[src/rtl/regbank_arb_pkg.sv]
// Shared types and constants for the two-requester REGBank port arbiter.
// Holds the arbitration state encoding, default widths and request-slot helpers.
package regbank_arb_pkg;

   localparam int DW_DEF       = 16;
   localparam int AW_DEF       = 4;
   localparam int LOCK_MAX_DEF = 4;
   localparam int N_REQ        = 2;

   // Lowest bit of each requester's slot inside the packed per-requester buses
   localparam int REQ0_SLOT = 0;
   localparam int REQ1_SLOT = 1;

   typedef enum logic [1:0] {
      ARB   = 2'd0,
      LOCK0 = 2'd1,
      LOCK1 = 2'd2
   } arb_state_e;

   function automatic logic [1:0] onehot2(input logic idx);
      return idx ? 2'b10 : 2'b01;
   endfunction

endpackage

[src/rtl/regbank_rr_pick.sv]
// Combinational two-way pick: a non-zero force mask restricts eligibility to the
// masked requester; when both remain eligible the priority bit breaks the tie.
module regbank_rr_pick
   import regbank_arb_pkg::*;
(
   input  logic [1:0] i_valid,
   input  logic       i_prio,
   input  logic [1:0] i_force_mask,
   output logic [1:0] o_grant
);

   logic [1:0] w_elig;

   always_comb begin
      w_elig  = (i_force_mask == 2'b00) ? i_valid : (i_valid & i_force_mask);
      o_grant = 2'b00;
      case (w_elig)
         2'b01:   o_grant = 2'b01;
         2'b10:   o_grant = 2'b10;
         2'b11:   o_grant = onehot2(i_prio);
         default: o_grant = 2'b00;
      endcase
   end

endmodule

[src/rtl/regbank_port_arbiter.sv]
// Shares the REGBank write port and two read ports between two requesters with
// round-robin arbitration, a bounded ownership lock and a registered read return.
module regbank_port_arbiter
   import regbank_arb_pkg::*;
#(
   parameter int DW       = DW_DEF,
   parameter int AW       = AW_DEF,
   parameter int LOCK_MAX = LOCK_MAX_DEF
) (
   input  logic            clk,
   input  logic            rst,
   input  logic [1:0]      req_valid,
   output logic [1:0]      req_ready,
   input  logic [1:0]      req_we,
   input  logic [1:0]      req_lock,
   input  logic [2*AW-1:0] req_dest,
   input  logic [2*DW-1:0] req_data,
   input  logic [2*AW-1:0] req_src1,
   input  logic [2*AW-1:0] req_src2,
   output logic [1:0]      rsp_valid,
   output logic [DW-1:0]   rsp_data1,
   output logic [DW-1:0]   rsp_data2,
   output logic            rw,
   output logic [AW-1:0]   dest,
   output logic [DW-1:0]   dataIn,
   output logic [AW-1:0]   nReg1,
   output logic [AW-1:0]   nReg2,
   input  logic [DW-1:0]   reg1out,
   input  logic [DW-1:0]   reg2out
);

   localparam int             CW         = $clog2(LOCK_MAX + 1);
   localparam logic [CW-1:0]  LOCK_MAX_C = CW'(LOCK_MAX);
   localparam logic [CW-1:0]  CNT_ONE    = CW'(1);

   arb_state_e      r_state;
   logic            r_rr_ptr;
   logic [CW-1:0]   r_lock_cnt;
   logic [1:0]      r_rsp_valid;
   logic [DW-1:0]   r_rsp_data1;
   logic [DW-1:0]   r_rsp_data2;

   logic            w_locked;
   logic            w_owner;
   logic            w_forced;
   logic [1:0]      w_mask;
   logic [1:0]      w_pick;
   logic [1:0]      w_grant;
   logic            w_fire;
   logic            w_gidx;
   logic            w_gwe;
   logic            w_rd_fire;

   always_comb begin
      w_locked = (r_state != ARB);
      w_owner  = (r_state == LOCK1);
      // Once the lock has been held LOCK_MAX cycles, a waiting requester takes over
      w_forced = w_locked && (r_lock_cnt == LOCK_MAX_C) && req_valid[~w_owner];
      if (!w_locked)
         w_mask = 2'b00;
      else if (w_forced)
         w_mask = onehot2(~w_owner);
      else
         w_mask = onehot2(w_owner);
   end

   regbank_rr_pick u_pick (
      .i_valid      (req_valid),
      .i_prio       (r_rr_ptr),
      .i_force_mask (w_mask),
      .o_grant      (w_pick)
   );

   assign w_grant   = rst ? 2'b00 : w_pick;
   assign w_fire    = |w_grant;
   assign w_gidx    = w_grant[REQ1_SLOT];
   assign w_gwe     = req_we[w_gidx];
   assign w_rd_fire = w_fire && !w_gwe;
   assign req_ready = w_grant;

   always_comb begin
      rw     = 1'b0;
      dest   = '0;
      dataIn = '0;
      nReg1  = '0;
      nReg2  = '0;
      if (w_fire) begin
         rw     = w_gwe;
         dest   = w_gidx ? req_dest[AW +: AW] : req_dest[0 +: AW];
         dataIn = w_gidx ? req_data[DW +: DW] : req_data[0 +: DW];
         nReg1  = w_gidx ? req_src1[AW +: AW] : req_src1[0 +: AW];
         nReg2  = w_gidx ? req_src2[AW +: AW] : req_src2[0 +: AW];
      end
   end

   always_ff @(posedge clk or posedge rst) begin
      if (rst) begin
         r_state     <= ARB;
         r_rr_ptr    <= 1'b0;
         r_lock_cnt  <= '0;
         r_rsp_valid <= 2'b00;
         r_rsp_data1 <= '0;
         r_rsp_data2 <= '0;
      end else begin
         r_rsp_valid <= w_rd_fire ? w_grant : 2'b00;
         if (w_rd_fire) begin
            r_rsp_data1 <= reg1out;
            r_rsp_data2 <= reg2out;
         end
         case (r_state)
            ARB: begin
               if (w_fire) begin
                  r_rr_ptr <= ~w_gidx;
                  if (req_lock[w_gidx]) begin
                     r_state    <= w_gidx ? LOCK1 : LOCK0;
                     r_lock_cnt <= CNT_ONE;
                  end
               end
            end
            LOCK0, LOCK1: begin
               if (w_forced) begin
                  r_rr_ptr <= w_owner;
                  if (req_lock[~w_owner]) begin
                     r_state    <= w_owner ? LOCK0 : LOCK1;
                     r_lock_cnt <= CNT_ONE;
                  end else begin
                     r_state    <= ARB;
                     r_lock_cnt <= '0;
                  end
               end else begin
                  // Timer keeps running even while the owner is stalled
                  r_lock_cnt <= (r_lock_cnt == LOCK_MAX_C) ? r_lock_cnt : r_lock_cnt + CNT_ONE;
                  if (w_fire && !req_lock[w_owner]) begin
                     r_state    <= ARB;
                     r_rr_ptr   <= ~w_owner;
                     r_lock_cnt <= '0;
                  end
               end
            end
            default: begin
               r_state    <= ARB;
               r_lock_cnt <= '0;
            end
         endcase
      end
   end

   assign rsp_valid = r_rsp_valid;
   assign rsp_data1 = r_rsp_data1;
   assign rsp_data2 = r_rsp_data2;

endmodule

[config.mk]
export PLATFORM = sky130hd
export DESIGN_NAME = regbank_port_arbiter
export DESIGN_NICKNAME = d
export VERILOG_FILES = /design/src/rtl/regbank_arb_pkg.sv /design/src/rtl/regbank_rr_pick.sv /design/src/rtl/regbank_port_arbiter.sv
export SDC_FILE = /design/constraint.sdc
export NUM_CORES = 1
export LEC_CHECK = 0
export CAP_MARGIN = 0
export CELL_PAD_IN_SITES_DETAIL_PLACEMENT = 0
export CELL_PAD_IN_SITES_GLOBAL_PLACEMENT = 1
export CORE_MARGIN = 2
export CORE_UTILIZATION = 24
export DETAILED_ROUTE_END_ITERATION = 8
export PLACE_DENSITY_LB_ADDON = 0.1
export SLEW_MARGIN = 0
export SYNTH_ARGS = -nofsm -noshare
export SYNTH_HDL_FRONTEND = slang
export SYNTH_SLANG_ARGS = --single-unit
export TNS_END_PERCENT = 50
[constraint.sdc]
create_clock -name clk -period 2.5 [get_ports clk]
set_input_delay 0.625 -clock clk [delete_from_list [all_inputs] [get_ports clk]]
set_output_delay 0.625 -clock clk [all_outputs]
set_load 0.005 [all_outputs]
==> Implementation_results.wiki <==
{| class="wikitable"
! Metric !! Value
|-
| Core box area || 9819 um2
|-
| Overflow after GRT || 0
|-
| Routed wire length per instance || around 16 um
|-
| Critical path class || reg -> out
|-
| Drt drc || 0
|-
| Internal power summed over all cells || between 3 and 4 mW
|-
| Combinational group share of total power || approximately 63%
|-
| Post-synthesis cell type with the largest combined area || dfrtp_1
|-
| Gr usage total || about 16%
|-
| Proportion of power drawn by the clock network || between 10 and 15%
|-
| Ratio of cells with drive above 1 in the final layout || between 30% and 40%
|-
| Top cell type's share of synthesized area || roughly two fifths
|-
| Type of destination of the critical path || output port
|-
| Syn_area_per_cell || around 13 um2
|-
| Crit start category || register
|-
| Setup repair after global routing missed its margin || yes
|-
| Area contributors post-synth || dfrtp_1 (41%), mux2_4 (18%), a22o_1 (10%), ha_1 (2.6%), buf_12 (2.5%)
|-
| Most common cell after layout, fill and taps aside || clkdlybuf4s50_1
|-
| Switch share || 31.01%
|-
| Final Total Pwr || about 4.7 mW
|-
| Most frequently used flop master after synthesis || dfrtp_1
|-
| Count of antenna-violating nets left after detailed routing || 0
|-
| Count of routing violations after the opening detailed-route iteration || 127
|-
| I/O pin cnt || 161
|-
| CTS root buf || clkbuf_8
|-
| Static leakage || between 2 and 2.5 nW
|-
| Netlist Area Pre-Place || around 2400 um2
|-
| Synthesized Nets || between 200 and 300
|-
| Slew at the pin closest to its max-slew limit || roughly 350 ps
|-
| Power Density || 990.2 nW/um2
|-
| Worst Hold Class || reg -> reg
|-
| Async set-reset flop share out of synthesis || 100.0%
|-
| Number of buffers on the longest clock path || 2
|-
| TritonCTS clock tree || done
|-
| CTS H-tree depth || 2
|-
| Detailed-placement wirelength estimate || about 6.5 mm
|-
| Part of the total power dissipated in sequential elements || between 20% and 30%
|-
| Data arrival time at the worst-slack endpoint || around 2300 ps
|-
| Switching power || about 1.5 mW
|-
| Number of detailed-route iterations in the first pass || 4
|-
| Number of clock sinks || 40
|-
| Time the final worst path needs with I/O delays and setup || slightly below 3000 ps
|-
| Peak supply drop || 0.0004694 V
|-
| Pin count of the biggest net entering global routing || 28
|-
| Count of flip-flops with a built-in enable after synthesis || 0
|-
| Max transition margin || roughly three quarters
|-
| Vias per std cell || about 4.4
|-
| Flop and latch count out of synthesis || 40
|-
| Share of synthesized area occupied by flip-flops and latches || 40.92%
|-
| Result of the run || finished with violations
|-
| Number of distinct library cell variants in the gate-level netlist after synthesis || 48
|-
| Hold buffer count at cts || 0
|-
| Crit-path max FO || 6
|-
| Insertion delay of the later-clocked pin in the worst-skew pair || approximately 290 ps
|-
| Final layout net count || 512
|-
| First-pass GRT wire length || between 10 and 15 mm
|-
| Clock-pin transition on the worst setup and hold timing paths || 80 ps
|-
| Count of standard-cell rows || 36
|-
| Area of the die || about 11000 um2
|-
| Max Cap Viol || 0
|-
| Number of max-slew violations in the final report || 0
|-
| Number of hold violations in the final report || 0
|-
| FMAX || about 0.34 GHz
|-
| Initial antenna violation count || 0
|-
| Last weighted congestion value of the routability-driven placer || 0.7723
|-
| Width of the die || between 100 and 150 um
|-
| Antenna diode count || 0
|-
| Worst-case clock skew || 4.767 ps
|-
| Number of cells traversed by the worst register-to-register path || 11
|-
| Area grow syn2layout || 94.63%
|-
| # fillers || just under 1000
|-
| Post-detailed-routing wire length || 8.732 mm
|-
| Final setup margin || -430.6 ps
|-
| IO buf count || between 150 and 200
|-
| Required time of the critical path || 1880 ps
|-
| Highest-count cells in the layout ignoring fill and taps || clkdlybuf4s50_1 (126), buf_4 (43), dfrtp_1 (40), mux2_4 (30)
|-
| Fin crit share || 117.2%
|-
| Violated checks || setup timing
|-
| Die Y-Extent || between 100 and 150 um
|-
| Worst hold path stage count || 1
|-
| Syn Inst Count || between 150 and 200
|-
| Number of failing setup endpoints in the final timing report || 31
|-
| Routed vias || 2403
|-
| Number of warnings printed during yosys synthesis || 0
|-
| Vias in the first global route || around 2500
|-
| Starting utilization of the core area || around 25%
|-
| Pre-CTS setup slack || -921.3 ps
|-
| Total CTS buffers || 5
|}
Yosys cell counts (2+ instances only):
cell type	instances
a211oi_1	2
a21oi_1	4
a22o_1	29
a31oi_1	2
and2_1	3
buf_12	3
buf_2	6
buf_6	2
clkbuf_1	2
dfrtp_1	40
ha_1	5
inv_1	9
mux2_1	2
mux2_2	5
mux2_4	30
mux2i_1	3
nand2_1	7
nand2b_1	2
nor2_1	6
o21a_1	2
o22ai_1	2
sequential cells by signal (all words and copies together), names as in the netlist:
name,cells
r_state,2
rsp_data2,16
rsp_valid,2
r_rr_ptr,1
r_lock_cnt,3
rsp_data1,16
worst paths after layout:
check                                          start                       end  slack, ps
min                         rsp_data1[4]$_DFFE_PP0N_  rsp_data1[4]$_DFFE_PP0N_        510
max reg2reg                r_lock_cnt[1]$_DFFE_PP0P_  rsp_data2[3]$_DFFE_PP0N_        100
max in group asynchronous                        rst    r_state[1]$_DFFE_PP0P_       1400
min in group asynchronous                        rst  rsp_data2[9]$_DFFE_PP0N_        770
min reg2reg                 rsp_data1[4]$_DFFE_PP0N_  rsp_data1[4]$_DFFE_PP0N_        510
max                           r_state[1]$_DFFE_PP0P_                  nReg2[2]       -430
per-layer routing:
layer	global-route usage [%]	up-vias	part of all wire, %
met4	3.905	0	0.87
li1	-	1159	-
met2	25.74	100	47
met5	0	-	0
met1	20.70	1138	45
met3	4.180	6	7.0
power by group through the flow:
| stage | sequential, mW | combinational [mW] | clock [mW] |
|---|---|---|---|
| 2_1_floorplan | 1.16 | 1.34 | 0 |
| 3_3_place_gp | 1.15 | 2.74 | 0 |
| 3_5_place_dp | 1.14 | 2.75 | 0 |
| 4_1_cts | 1.15 | 3.00 | 0.604 |
| 5_1_grt | 1.19 | 3.22 | 0.628 |
| 6_report | 1.15 | 2.98 | 0.583 |
stage by stage:
step / hold WS [ps] / TNS, ps / std cells / area [um2] / util [%]
finish: 509.1 / -11560 / 545 / 4761 / 48.48
global route: 524.6 / -15630 / 545 / 4761 / 48.48
CTS: 513.3 / -14730 / 546 / 4777 / 48.65
detailed placement: 482.2 / -41320 / 513 / 4449 / 45.31
global placement: 484.8 / -40890 / 513 / 4449 / 45.31
floorplan: 488.9 / -234.9 / 193 / 2464 / -
critical path, stage by stage (launching register included):
cell and delay, ps:
dfrtp_1 430, inv_2 80, ha_4 180, or2_4 240, o221ai_4 210, nor2_4 60, nor4b_4 220, buf_6 160
buf_6 130, buf_6 100, a22o_1 110, buf_2 110
area by class of cell:
| type | instances | area [um2] | area share, % |
|---|---|---|---|
| Clock inverter | 1 | 30.03 | 0.6307 |
| Timing Repair Buffer | 225 | 2058 | 43.23 |
| Sequential cell | 40 | 1001 | 21.02 |
| Tap cell | 133 | 166.4 | 3.495 |
| Multi-Input combinational cell | 130 | 1375 | 28.88 |
| Inverter | 9 | 33.78 | 0.7096 |
| Clock buffer | 7 | 96.34 | 2.024 |
cells by family after synthesis:
family / count (synthesis) / share of synthesized area, %
multiplexers: 41 / 23.78
adder cells (fa/ha/maj): 5 / 2.558
AND/OR/NAND/NOR: 30 / 7.469
AO/OA/AOI/OAI: 54 / 18.67
buffers and inverters: 23 / 6.599
flip-flops: 40 / 40.92
timing repair:
action / CTS / global route
gates cloned: 4 / 0
endpoints found under the setup margin: 65 / 56
resized for setup: 166 / 9
setup buffers: 21 / 4
pin swaps: 25 / 12
(Power assumes the default switching activity.)
